==> config.mk <==
export PLATFORM = sky130hd
export DESIGN_NAME = tcdm_bank_arbiter
export DESIGN_NICKNAME = d
export VERILOG_FILES = /design/src/rtl/tcdm_arb_pkg.sv /design/src/rtl/tcdm_rr_pick.sv /design/src/rtl/tcdm_bank_arbiter.sv
export SDC_FILE = /design/constraint.sdc
export NUM_CORES = 1
export LEC_CHECK = 0
export BUFFER_PORTS_ARGS = -buffer_cell sky130_fd_sc_hd__buf_4
export CORE_AREA = 4 4 168 170
export CTS_CLUSTER_DIAMETER = 40
export CTS_CLUSTER_SIZE = 30
export DETAILED_ROUTE_END_ITERATION = 8
export DIE_AREA = 0 0 172 174
export GPL_ROUTABILITY_DRIVEN = 0
export PLACE_DENSITY_LB_ADDON = 0.12
export SYNTH_ARGS = -nofsm -noshare
export SYNTH_HDL_FRONTEND = slang
export SYNTH_SLANG_ARGS = --single-unit
==> constraint.sdc <==
create_clock -name clk_i -period 6.45 [get_ports clk_i]
set_input_delay 1.29 -clock clk_i [delete_from_list [all_inputs] [get_ports clk_i]]
set_output_delay 1.29 -clock clk_i [all_outputs]
set_load 0.01 [all_outputs]
==> src/rtl/tcdm_arb_pkg.sv <==
// tcdm_arb_pkg
// Shared types and helpers for the per-bank TCDM arbiter.
//   resp_track_t : one slot of the response-tracking shift register
//                  (valid flag + index of the initiator that was granted).
//   onehot_port  : converts a port index into a one-hot port vector.
// Port indices are carried at a fixed width of MaxIdxW bits, so any
// instantiation supports at most MaxPorts initiators. Users cast the
// index up to MaxIdxW bits and cast the one-hot result down to NbPorts bits.
package tcdm_arb_pkg;

  localparam int unsigned MaxPorts = 32;
  localparam int unsigned MaxIdxW  = $clog2(MaxPorts);

  typedef struct packed {
    logic               valid;
    logic [MaxIdxW-1:0] port;
  } resp_track_t;

  function automatic logic [MaxPorts-1:0] onehot_port(input logic [MaxIdxW-1:0] idx);
    return MaxPorts'(1) << idx;
  endfunction

endpackage

==> src/rtl/tcdm_rr_pick.sv <==
// tcdm_rr_pick
// Combinational round-robin pick: rotate the request vector so that the
// current priority pointer sits at bit 0, take the lowest set bit, then
// rotate the result back into absolute port numbering.
//   req_i : request vector, one bit per initiator
//   rr_i  : round-robin pointer (highest-priority port this cycle)
//   idx_o : winning port; equals rr_i when nobody requests
//   any_o : at least one request is pending
module tcdm_rr_pick #(
  parameter int unsigned NbPorts = 4
) (
  input  logic [NbPorts-1:0]         req_i,
  input  logic [$clog2(NbPorts)-1:0] rr_i,
  output logic [$clog2(NbPorts)-1:0] idx_o,
  output logic                       any_o
);

  localparam int unsigned IdxW = $clog2(NbPorts);

  logic [NbPorts-1:0] req_rot;
  logic [IdxW-1:0]    off;
  logic [IdxW:0]      sum;

  // NOTE: every signal written in an always_comb gets a default at the top,
  // so no path through the block leaves it unassigned and infers a latch.
  always_comb begin
    req_rot = '0;
    for (int i = 0; i < NbPorts; i++) begin
      req_rot[i] = req_i[IdxW'((int'(rr_i) + i) % NbPorts)];
    end

    // Lowest set bit of the rotated vector = distance from rr_i to the winner.
    off = '0;
    for (int i = NbPorts - 1; i >= 0; i--) begin
      if (req_rot[i]) off = IdxW'(i);
    end

    // Un-rotate with a modular add (NbPorts need not be a power of two).
    sum = {1'b0, rr_i} + {1'b0, off};
    if (sum >= (IdxW + 1)'(NbPorts)) sum = sum - (IdxW + 1)'(NbPorts);
    idx_o = sum[IdxW-1:0];
  end

  assign any_o = |req_i;

endmodule

==> src/rtl/tcdm_bank_arbiter.sv <==
// tcdm_bank_arbiter
// Per-bank N-to-1 round-robin arbiter in front of one TCDM SRAM bank.
// The request path is purely combinational (no added latency); every
// handshake is tracked through a BankLatency-deep shift register so the
// response valid is routed back to the initiator that issued it.
//   clk_i, rst_ni                      : clock, async active-low reset
//   req_i/gnt_o                        : per-initiator request / grant
//   add_i, wen_i, data_i, be_i, id_i   : per-initiator request payload
//   r_data_o, r_id_o                   : response data / ID, broadcast
//   r_valid_o                          : one-hot response valid
//   bank_req_o, bank_gnt_i, bank_*_o   : request port toward the bank
//   bank_r_data_i, bank_r_id_i         : response from the bank
module tcdm_bank_arbiter
  import tcdm_arb_pkg::*;
#(
  parameter int unsigned NbPorts     = 4,
  parameter int unsigned DataWidth   = 32,
  parameter int unsigned AddrWidth   = 32,
  parameter int unsigned BeWidth     = DataWidth / 8,
  parameter int unsigned IdWidth     = 1,
  parameter int unsigned BankLatency = 1
) (
  input  logic                              clk_i,
  input  logic                              rst_ni,
  input  logic [NbPorts-1:0]                req_i,
  output logic [NbPorts-1:0]                gnt_o,
  input  logic [NbPorts-1:0][AddrWidth-1:0] add_i,
  input  logic [NbPorts-1:0]                wen_i,
  input  logic [NbPorts-1:0][DataWidth-1:0] data_i,
  input  logic [NbPorts-1:0][BeWidth-1:0]   be_i,
  input  logic [NbPorts-1:0][IdWidth-1:0]   id_i,
  output logic [DataWidth-1:0]              r_data_o,
  output logic [IdWidth-1:0]                r_id_o,
  output logic [NbPorts-1:0]                r_valid_o,
  output logic                              bank_req_o,
  input  logic                              bank_gnt_i,
  output logic [AddrWidth-1:0]              bank_add_o,
  output logic                              bank_wen_o,
  output logic [DataWidth-1:0]              bank_data_o,
  output logic [BeWidth-1:0]                bank_be_o,
  output logic [IdWidth-1:0]                bank_id_o,
  input  logic [DataWidth-1:0]              bank_r_data_i,
  input  logic [IdWidth-1:0]                bank_r_id_i
);

  localparam int unsigned IdxW = $clog2(NbPorts);

  logic [IdxW-1:0] rr_q, rr_d, win_idx;
  logic            any_req, hs;
  resp_track_t     push, tail;
  resp_track_t     track_q [BankLatency];

  tcdm_rr_pick #(.NbPorts(NbPorts)) i_pick (
    .req_i (req_i),
    .rr_i  (rr_q),
    .idx_o (win_idx),
    .any_o (any_req)
  );

  // With no requests win_idx equals rr_q, so the idle bank outputs show
  // port rr_q and are always driven from real inputs (never X).
  assign bank_req_o  = any_req;
  assign bank_add_o  = add_i[win_idx];
  assign bank_wen_o  = wen_i[win_idx];
  assign bank_data_o = data_i[win_idx];
  assign bank_be_o   = be_i[win_idx];
  assign bank_id_o   = id_i[win_idx];

  assign hs    = any_req & bank_gnt_i;
  assign gnt_o = hs ? NbPorts'(onehot_port(MaxIdxW'(win_idx))) : '0;

  // Priority moves to the port after the winner, wrapping at the last port.
  assign rr_d = (win_idx == IdxW'(NbPorts - 1)) ? '0 : win_idx + IdxW'(1);

  assign push.valid = hs;
  assign push.port  = MaxIdxW'(win_idx);

  // NOTE: state is updated with non-blocking assignments only, so every
  // stage of the shift register samples its neighbour's pre-edge value.
  always_ff @(posedge clk_i or negedge rst_ni) begin
    if (!rst_ni) begin
      rr_q <= '0;
      // NOTE: the tracking array is reset (unlike a data RAM) because its
      // valid bits must be cleared to drop in-flight responses.
      for (int i = 0; i < BankLatency; i++) track_q[i] <= '0;
    end else begin
      if (hs) rr_q <= rr_d;
      track_q[0] <= push;
      for (int i = 1; i < BankLatency; i++) track_q[i] <= track_q[i-1];
    end
  end

  assign tail = track_q[BankLatency-1];

  // Every handshake (read or write) produces exactly one response.
  assign r_valid_o = tail.valid ? NbPorts'(onehot_port(tail.port)) : '0;
  assign r_data_o  = bank_r_data_i;
  assign r_id_o    = bank_r_id_i;

endmodule

Yosys cells after proc, flatten, opt, wreduce, memory -nomap -nowiden
Cells that the tools add are included.

cells by class
  $add $sub $neg = 6
  $lt $le $gt $ge = 6
  $mul = 0
  reductions and logical operators = 1
  equality and inequality tests = 1
  bitwise logic cells = 1
  divide/modulo/power cells = 0
  multiplexer cells = 26
  shift operators = 2

operators by type and width
  cell                 count
  $bmux 32 s2          2
  $mux 32              2
  $lt 2x3->1 const B   5
  $bmux 1 s2           6
  $mux 2               6
  $mux 4               3
  $bmux 4 s2           1
  $shl 1x2->4 const A  2
  $mux 1               6
  $add 2x1->2 const B  2
  $add 2x2->2 const B  2
  $reduce_or 4->1      1
  $add 2x2->3          1
  $ge 3x3->1 const B   1
  $eq 2x2->1 const B   1
  $sub 2x1->2 const B  1
  $and 1x1->1          1

storage, ports and cells
  input bits = 320
  word-level logic and storage cells = 46
  bits in latches = 0
  memories = 0
  bits in read-only memories = 0
  memory bits (writable) = 0
  register bits after elaboration = 5

Logic depth before layout (Yosys ltp)
Gate-level depths: netlist (run 1).

  depth in word-level cells = 12
  depth in mapped cells = 13
  mapped depth without buffers = 11

Hierarchy
Synthesis (run 1) repeated with hierarchy kept, for this count alone.

unflattened totals
  cells, all modules = 171
  area total of the unflattened synthesis = 2474.9 µm²

by module, submodules not included
  module             times used  area an instance (µm²)  cells an instance  sequential area each (µm²)
  tcdm_bank_arbiter  1           2293.4                  144                125.1
  tcdm_rr_pick       1           181.4                   27                 0.0

Least setup slack after synthesis (run 1)
Ideal clock, no wire load.

  path kind = input port to output port
  start = in req_i[3]
  end = out bank_be_o[0]
  data required time = 5.160 ns
  data arrival time = 3.348 ns
  stages on the path = 11
  path slack = 1.812 ns
  path buffers = 3
  cell sequence = nor2b_1 a21oi_1 nor2_1 a211oi_1 a21oi_1 ha_1 clkbuf_1 buf_2 clkbuf_1 mux2i_1 mux2i_1

on the way
  word-level cells in the longest chain between the ends = 11
  elaborated cells between the ends (all ways) = 18

ends and longest elaborated chain
  what                                       RTL line                 source
  start: declaration                         tcdm_bank_arbiter.sv:25  input logic [NbPorts-1:0] req_i,
  $bmux 1 s2                                 tcdm_rr_pick.sv:29       req_rot[i] = req_i[IdxW'((int'(rr_i) + i) % NbPorts)];
  $mux 1 (implied by the code)               tcdm_rr_pick.sv:29
  $mux 2 (3 in a row)                        tcdm_rr_pick.sv:35       if (req_rot[i]) off = IdxW'(i);
  $mux 2 *                                   tcdm_rr_pick.sv:35
  $add 2x2->3 *                              tcdm_rr_pick.sv:39       sum = {1'b0, rr_i} + {1'b0, off};
  $ge 3x3->1 or $sub 2x1->2 (tied branches)  tcdm_rr_pick.sv:40       if (sum >= (IdxW + 1)'(NbPorts)) sum = sum - (IdxW + 1)'(NbPorts);
  $mux 2 *                                   tcdm_rr_pick.sv:40
  $bmux 4 s2 *                               tcdm_bank_arbiter.sv:66  assign bank_be_o = be_i[win_idx];
  $mux 4 (implied by the code) *             tcdm_bank_arbiter.sv:66
  end: declaration                           tcdm_bank_arbiter.sv:40  output logic [BeWidth-1:0] bank_be_o,

Mark *: on every way between the ends. The rest lies on a longest branch, timed or not. The select of a mux whose other input is x is not followed.

Worst setup path in the final report (run 1)
  start = in req_i[1]
  end = out bank_data_o[2]

on the way
  word-level cells in the longest chain between the ends = 11
  elaborated cells between the ends (all ways) = 18

ends and longest elaborated chain
  what                                       RTL line                 source
  $bmux 1 s2                                 tcdm_rr_pick.sv:29
  $mux 1 (implied by the code)               tcdm_rr_pick.sv:29
  $mux 2 (3 in a row)                        tcdm_rr_pick.sv:35
  $mux 2 *                                   tcdm_rr_pick.sv:35
  $add 2x2->3 *                              tcdm_rr_pick.sv:39
  $ge 3x3->1 or $sub 2x1->2 (tied branches)  tcdm_rr_pick.sv:40
  $mux 2 *                                   tcdm_rr_pick.sv:40
  $bmux 32 s2 *                              tcdm_bank_arbiter.sv:65  assign bank_data_o = data_i[win_idx];
  $mux 32 (implied by the code) *            tcdm_bank_arbiter.sv:65
  end: declaration                           tcdm_bank_arbiter.sv:39  output logic [DataWidth-1:0] bank_data_o,

Marked as above.

==> reports/metrics.cfg, run 1 <==
[layout]
drive_gt1_frac = 0.599
n_fill_cell = 2950
fin_nets = 962
multiInputGateArea_sq_mm = 0.00238
syn_to_final_growth_pct = 104
num_antenna_cells = 0
seqCellArea_sq_um = 125

[yosys]
syn_avg_cell_area_sq_um = 9.12
ys_types = 25
yosysSeqAreaShare = 0.0432
syn_area_sq_mm = 0.00290
synthFlopType = dfrtp_1
ys_async_sr_fraction = 1.00
synth-edff-count = 0
yosys_register_bits = 5
synth_cells = 318
synth.net_count = 641
ys_warn_count = 0

[worst_setup_path]
critPathMaxStageDelay_ps = 460
start_kind = input port
crit_family = buffers and inverters
slowest_stage = buf_12
worst-endpoint-required_ps = 5160
path_buf_inv = 4
path_class = input port to output port
crit_fanout = 75
worstSetupEndpointType = output port
rrSetupSlack_ps = 3440
crit_chain = buf_4 -> inv_1 -> o21ai_0 -> a21oi_1 -> a21oi_1 -> a21oi_1 -> ha_4 -> xor2_1 -> xnor2_2 -> buf_12 -> mux2i_1 -> buf_4
crit_arrival_ps = 3760
cp_common_cell = a21oi_1

[grt]
grt_antenna_before_repair = 0
grt_max_degree = 76
overflow = 0
met3_usage = 0.0275
grt_pass1_wl_um = 22000
gr-usage-met1 = 0.0907
grt_util_all_layers = 0.0906
grt_pass1_vias = 4050
busiest_layer = met2
grtUsageMet2 = 0.187

[clock_tree]
root_buffer = clkbuf_16
path_clk_slew_ps = 30
ctsLongestPathBuffers = 2
ctsHoldBuffers = 0
cts_setup_buffers = 0
tritoncts.num_buffers = 3
cts.sinks = 5
h-tree-depth = 1
insertion_delay_ps = 230
post_cts_resized = 0
cts_tree = built

[floorplan]
coreArea_sq_mm = 0.0267
die_area_sq_mm = 0.0299
start_util = 0.108
die_w_um = 172
die_h_um = 174
rows = 60
pin_count = 432

[timing]
setup_viol = 0
maxSlewViolCount = 0
period_share = 0.784
fin_ws_ps = 1400
finalSetupTns_ps = 0
slew_headroom = 0.503
hold_slack_ps = 719
worst_slew_pin_slew_ps = 746
rsz0062_at_grt = false
finalCriticalPeriod_ps = 5050
hold_viol = 0
fmax_mhz = 198
finalClockSkew_ps = 1.92

[pwr]
power_density_mw_per_mm2 = 600
total_power_uw = 3540
leakage_uw = 0.00329
ir_drop_v = 0.000363

[drt]
drtAntennaViolNets = 0
drcViolationCount = 0
dr.pass1.iters = 4
routed_wl_um = 15200
initialDrtViolationCount = 71
wl_per_cell_um = 15.5
vias_per_cell = 3.72
vias = 3645

[hold_path]
hp-class = register to register

[placement]
port_buffers = 365
dp_slack_ps = 1360
dp_hpwl_um = 13300

[job]
cap_violations = 0

[run_status]
status = complete, no violations

[cells by family (layout without fill, tap and decap cells)]
kind of cell / count (synthesis) / in the layout / share of synthesized area
AOI/OAI and AO/OA: 10 / 10 / 0.0216
muxes: 211 / 211 / 0.729
adders and majority gates: 3 / 3 / 0.0129
buffers and inverters: 63 / 383 / 0.142
and+or+nand+nor: 24 / 24 / 0.0457
xor gates and xnor gates: 2 / 2 / 0.00604
DFF: 5 / 5 / 0.0432
[layer usage]
metal,vias to the layer above,wire length (um)
li1,1785,-
met1,1641,4980
met2,212,8560
met3,7,1610
met4,0,59
met5,-,0
[worst register-to-register path, delay by kind of cell, from the launching register on]
kind / cells / cell delay, ps
multiplexers: 1 / 290
flip-flops: 1 / 530
buffers and inverters: 2 / 520
XOR/XNOR: 2 / 400
AO/OA/AOI/OAI: 4 / 650
adder cells (fa/ha/maj): 2 / 480
[cell usage in the layout, fill, tap and decap left out, drive strengths merged]
cell type  synthesis  layout
nor2b              1       1
mux2i            210     210
inv                5       5
ha                 3       3
xnor2              1       1
o31ai              2       2
and3               3       3
or4                1       1
nor3b              4       4
nor2               4       4
mux2               1       1
nand2              6       6
xor2               1       1
o211ai             1       1
buf               43     374
dfrtp              5       5
nor3               3       3
a211oi             2       2
a21oi              4       4
and3b              2       2
clkbuf            15       4
o21ai              1       1
[final timing paths]
check / start / depth (start not counted) / end
worst max-delay path: req_i[1] / 12 / bank_data_o[2]
worst min-delay path: rr_q[0] / 2 / rr_q[0]
worst max register to register: rr_q[1] / 11 / rr_q[1]
worst min register to register: rr_q[0] / 2 / rr_q[0]
max in group asynchronous: rst_ni / 1 / tail[5]
min in group asynchronous: rst_ni / 1 / rr_q[0]
[power by group]
group / switching (uW) / internal, uW
clock network: 19.0 / 81.8
logic: 1600 / 1760
registers: 24.1 / 45.9
total: 1650 / 1890
[final cells by class]
class                   instances  share of cell area
well taps                     341              0.0723
multi-input cells             250               0.404
repair buffers                374               0.486
inverters                       5             0.00318
flip-flops and latches          5              0.0212
clock buffers                   4              0.0134
[cells in the mapped netlist, types with 2 or more instances]
cell type | instances | share of area
mux2i_1 | 210 | 0.73
buf_4 | 33 | 0.085
clkbuf_1 | 15 | 0.019
buf_6 | 6 | 0.023
nand2_1 | 6 | 0.0078
dfrtp_1 | 5 | 0.043
a21oi_1 | 4 | 0.0069
buf_2 | 4 | 0.0069
nor2_1 | 4 | 0.0052
nor3b_1 | 4 | 0.010
and3_1 | 3 | 0.0065
ha_1 | 3 | 0.013
inv_2 | 3 | 0.0039
nor3_1 | 3 | 0.0052
a211oi_1 | 2 | 0.0052
and3b_1 | 2 | 0.0060
inv_1 | 2 | 0.0026
o31ai_1 | 2 | 0.0052
[state kept, by name, indices dropped and copies added, names as in the netlist]
name  cells
tail      3
rr_q      2
[metrics by stage]
| step | instances | utilization | cell area (sq um) |
|---|---|---|---|
| final | 979 | 0.221 | 5900 |
| after floorplan | 318 | - | 2900 |
| after detailed placement | 975 | 0.218 | 5820 |
| after global placement | 975 | 0.218 | 5820 |
| after global routing | 979 | 0.221 | 5900 |
| after CTS | 979 | 0.221 | 5900 |
Note: power is estimated with default switching activity, not from simulation.
==> run 2, diff against run 1 <==
--- a/config.mk
+++ b/config.mk
@@ -6,11 +6,11 @@
 export NUM_CORES = 1
 export LEC_CHECK = 0
 export BUFFER_PORTS_ARGS = -buffer_cell sky130_fd_sc_hd__buf_4
-export CORE_AREA = 4 4 168 170
+export CORE_AREA = 4 4 164 166
 export CTS_CLUSTER_DIAMETER = 40
 export CTS_CLUSTER_SIZE = 30
 export DETAILED_ROUTE_END_ITERATION = 8
-export DIE_AREA = 0 0 172 174
+export DIE_AREA = 0 0 168 170
 export GPL_ROUTABILITY_DRIVEN = 0
 export PLACE_DENSITY_LB_ADDON = 0.12
 export SYNTH_ARGS = -nofsm -noshare
==> constraint.sdc (replaced) <==
create_clock -name clk_i -period 4.6 [get_ports clk_i]
set_input_delay 0.92 -clock clk_i [delete_from_list [all_inputs] [get_ports clk_i]]
set_output_delay 0.92 -clock clk_i [all_outputs]
set_load 0.01 [all_outputs]
==> run 2 against run 1 <==
Effect of this change: cell count fell by 0.41%; power rose by 41%; highest routed layer unchanged; non-clock buffer count rose by 2; global-route usage fell by 0.052 points; die area fell by 4.6%; hold slack got worse by 230 ps.
==> reports/metrics.cfg, run 2 (synthesized netlist as in run 1, its figures left out) <==
[placement]
dp_slack_ps = 502
place_inst = 971
port_buffers = 365
dp_hpwl_um = 12900

[drt]
initialDrtViolationCount = 116
vias_per_cell = 3.74
drcViolationCount = 0
routed_wl_um = 14400
wl_per_cell_um = 14.8
vias = 3646
drtAntennaViolNets = 0
dr.pass1.iters = 4

[layout]
fin_nets = 964
final_cell_mix = buf_4 (370), mux2i_1 (210), nand2_1 (6), buf_12 (6), dfrtp_1 (5)
mostFrequentLayoutCell = buf_4
syn_to_final_growth_pct = 104
stdcell_count = 975
largest_reg_flops = 3
drive_gt1_frac = 0.600
n_fill_cell = 2798
num_antenna_cells = 0

[grt]
grt_util_all_layers = 0.0900
met3_usage = 0.0293
grt_antenna_before_repair = 0
busiest_layer = met2
overflow = 0
grtUsageMet2 = 0.180
grt_max_degree = 39
gr-usage-met1 = 0.0938
grt_pass1_wl_um = 21200
grt_pass1_vias = 4014

[pwr]
power_density_mw_per_mm2 = 841
leakage_uw = 0.00330
switching_power_uw = 2290
switching_share = 0.460
p_clk_frac = 0.028
ir_drop_v = 0.000551
p_int_uw = 2690
seqPwrFrac = 0.020
combPwrFrac = 0.952

[floorplan]
pin_count = 432
die_h_um = 170
die_area_sq_mm = 0.0286
rows = 59
die_w_um = 168
start_util = 0.113
coreArea_sq_mm = 0.0256

[timing]
maxSlewViolCount = 0
finalCriticalPeriod_ps = 4100
fmax_mhz = 244
slew_headroom = 0.741
worst_slew_pin_slew_ps = 385
fin_ws_ps = 497
hold_viol = 0
finalSetupTns_ps = 0
rsz0062_at_grt = false
period_share = 0.892
finalClockSkew_ps = 1.05
setup_viol = 0

[worst_setup_path]
crit_family = buffers and inverters
rrSetupSlack_ps = 1840
critPathMaxStageDelay_ps = 310
worstSetupEndpointType = output port
worst-endpoint-required_ps = 3680
crit_chain = buf_4 -> nor2b_1 -> a21oi_1 -> nor2_1 -> a211oi_1 -> a21oi_1 -> ha_4 -> xor2_1 -> xnor2_2 -> buf_12 -> buf_12 -> mux2i_1 -> buf_4
startpoint = req_i[3]
rr_worst_depth = 12
crit_fanout = 21
path_depth = 13
slowest_stage = xnor2_2
crit_arrival_ps = 3180
rr_startpoint = rr_q[1]
crit_end = bank_wen_o
path_buf_inv = 4
worstReg2RegEnd = rr_q[1]
start_kind = input port
path_class = input port to output port

[clock_tree]
cts_setup_buffers = 0
cts.sinks = 5
tritoncts.num_buffers = 3
cts_tree = built
insertion_delay_ps = 230
ctsLongestPathBuffers = 2
ctsHoldBuffers = 0
h-tree-depth = 1
root_buffer = clkbuf_16
post_cts_resized = 0
path_clk_slew_ps = 30

[run_status]
status = complete, no violations

[job]
cap_violations = 0

[hold_path]
hp-class = input port to asynchronous set/reset pin

-- run 2: cell count changes in the layout (fill, tap and decap cells not counted) --
| cell | before | now |
|---|---|---|
| buf_12 | 5 | 6 |
| buf_4 | 369 | 370 |
-- run 2: area by class of cell --
cell class | instances | area (sq um) | share of cell area
Tap cell | 335 | 419 | 0.0708
Timing Repair Buffer | 376 | 2900 | 0.489
Inverter | 5 | 18.8 | 0.00317
Multi-Input combinational cell | 250 | 2380 | 0.402
Clock buffer | 4 | 78.8 | 0.0133
Sequential cell | 5 | 125 | 0.0211
-- run 2: per-stage QoR --
step / util / power [uW] / instance area, sq um / hold slack, ps
floorplan: - / 3050 / 2900 / 585
detailed placement: 0.228 / 4930 / 5840 / 698
CTS: 0.231 / 5100 / 5920 / 486
global route: 0.231 / 5360 / 5920 / 490
global placement: 0.228 / 4930 / 5840 / 691
finish: 0.231 / 4980 / 5920 / 487
-- run 2: power groups by stage --
stage,Sequential (uW),Clock (uW),Combinational [uW]
floorplan,79.9,0,2970
global placement,97.4,0,4830
detailed placement,98.3,0,4830
CTS,97.7,143,4850
global route,104,146,5110
finish,97.3,141,4750
-- run 2: worst min path at each step --
| stage | startpoint | to | cells after the start |
|---|---|---|---|
| after floorplan | rr_q[0] | rr_q[0] | 2 |
| after global placement | rr_q[0] | rr_q[0] | 2 |
| after detailed placement | rr_q[0] | rr_q[0] | 2 |
| after CTS | rst_ni | tail[0] | 1 |
| after global routing | rst_ni | tail[0] | 1 |
| final | rst_ni | tail[0] | 1 |
-- run 2: metal layers --
metal	wire (um)	vias to the layer above	part of all wire
li1	-	1795	-
met1	4830	1640	0.34
met2	8090	199	0.56
met3	1370	12	0.095
met4	109	0	0.0076
met5	0	-	0
==> run 3, diff against run 2 <==
--- a/config.mk
+++ b/config.mk
@@ -13,6 +13,7 @@
 export DIE_AREA = 0 0 168 170
 export GPL_ROUTABILITY_DRIVEN = 0
 export PLACE_DENSITY_LB_ADDON = 0.12
+export REMOVE_ABC_BUFFERS = 1
 export SYNTH_ARGS = -nofsm -noshare
 export SYNTH_HDL_FRONTEND = slang
 export SYNTH_SLANG_ARGS = --single-unit
==> run 3 against run 2 <==
Effect of this change: sequential share of layout area hardly changed; largest cell class unchanged; first-iteration DRC count is 75% lower; critical endpoint is now bank_data_o[24]; via count is 2.6% higher; global-route usage is 1.3 points higher; cell count is 0.51% higher; clock power hardly changed; utilization is 0.20 points higher; power is 2.6% higher.
==> reports/metrics.cfg, run 3 (synthesized netlist as in run 1, its figures left out) <==
[drt]
met2_length_um = 8450
dr.pass1.iters = 4
drcViolationCount = 0
met3_length_um = 2030
wl_per_cell_um = 16.8
wl_met1_um = 5840
drtAntennaViolNets = 0
vias_per_cell = 3.82
highest_layer = met4
initialDrtViolationCount = 29
routed_wl_um = 16500
vias = 3739

[layout]
syn_to_final_growth_pct = 106
largest_reg_flops = 3
num_antenna_cells = 0
drive_gt1_frac = 0.603
n_fill_cell = 2816
mostFrequentLayoutCell = buf_4
multiInputGateArea_sq_mm = 0.00238
fin_nets = 969
seqCellArea_sq_um = 125
stdcell_area_sq_mm = 0.00597
final_cell_mix = buf_4 (374), mux2i_1 (210), buf_12 (7)

[pwr]
power_density_mw_per_mm2 = 856
total_power_uw = 5110
ir_drop_v = 0.000318
leakage_uw = 0.00333

[placement]
port_buffers = 365
dp_hpwl_um = 14500
placed_cell_area_sq_mm = 0.00589

[floorplan]
pin_count = 432
die_h_um = 170
coreArea_sq_mm = 0.0256
die_area_sq_mm = 0.0286
rows = 59
start_util = 0.113
die_w_um = 168

[clock_tree]
ctsLongestPathBuffers = 2
tritoncts.num_buffers = 3
ctsHoldBuffers = 0
cts_tree = built
root_buffer = clkbuf_16
path_clk_slew_ps = 30
post_cts_resized = 0
insertion_delay_ps = 230
h-tree-depth = 1
cts.sinks = 5
cts_setup_buffers = 0

[grt]
grt_pass1_vias = 4088
overflow = 0
grt_util_all_layers = 0.103
grt_pass1_wl_um = 23300
grt_max_degree = 47
grt_antenna_before_repair = 0

[worst_setup_path]
crit_arrival_ps = 3270
crit_fanout = 26
crit_chain = buf_4 -> inv_1 -> o21ai_0 -> a21oi_1 -> a21oi_1 -> a21oi_1 -> ha_4 -> xor2_1 -> xnor2_2 -> buf_12 -> buf_4 -> mux2i_1 -> buf_4
worst-endpoint-required_ps = 3680
crit_family = buffers and inverters
worstSetupEndpointType = output port
path_class = input port to output port
start_kind = input port
slowest_stage = a21oi_1
path_buf_inv = 5
critPathMaxStageDelay_ps = 300

[hold_path]
hp-class = input port to asynchronous set/reset pin

[timing]
period_share = 0.910
finalClockSkew_ps = 0.887
setup_viol = 0
hold_viol = 0
slew_headroom = 0.739
fmax_mhz = 239
maxSlewViolCount = 0
finalCriticalPeriod_ps = 4190
worst_slew_pin_slew_ps = 388
rsz0062_at_grt = false

[run_status]
status = complete, no violations

[job]
cap_violations = 0

-- run 3: cell count changes in the layout (fill, tap and decap cells not counted), sizes merged --
cell	delta
buf	+5
-- run 3: per-stage QoR --
step | setup slack (ps) | TNS (ps) | std cells | utilization | hold WS, ps
2_1_floorplan | -4260 | -323530 | 260 | - | 585
4_1_cts | 384 | 0 | 980 | 0.233 | 490
6_report | 414 | 0 | 980 | 0.233 | 489
5_1_grt | 198 | 0 | 980 | 0.233 | 489
3_3_place_gp | 417 | 0 | 976 | 0.230 | 701
3_5_place_dp | 417 | 0 | 976 | 0.230 | 704
-- run 3: path summary, 6_finish.rpt --
path                       startpoint              end  slack, ps  depth (start not counted)
max in group asynchronous      rst_ni          tail[1]       4000                          1
min reg2reg                   rr_q[0]          rr_q[0]        710                          2
max                          req_i[1]  bank_data_o[24]        410                         13
min                            rst_ni          rr_q[1]        490                          1
min in group clk_i            rr_q[0]          rr_q[0]        710                          2
max reg2reg                   rr_q[1]          rr_q[1]       1730                         12
-- run 3: cell type report --
type,instances,share of cell area
well taps,335,0.0702
repair buffers,381,0.494
inverters,5,0.00314
flip-flops and latches,5,0.0209
clock buffers,4,0.0132
multi-input cells,250,0.399
-- run 3: power breakdown --
group	total [uW]	leakage [uW]	internal, uW	switching, uW
sequential	98.3	0.0000595	64.5	33.8
clock	143	0.0000382	115	28.0
combinational	4870	0.00323	2590	2280
-- run 3: per-layer routing --
layer / GRT usage / up-vias
met2: 0.192 / 260
met5: 0 / -
met4: 0.00882 / 0
li1: - / 1793
met1: 0.111 / 1674
met3: 0.0479 / 12
-- run 3: worst reg2reg max path: stages, from the launching register on --
cell and delay, ps:
dfrtp_1 520, nand2_1 100, a21oi_1 160, nor2_1 50, a211oi_1 200, a21oi_1 120
ha_4 200, xor2_1 160, xnor2_2 340, buf_12 270, inv_2 60, ha_1 280
mux2_1 280
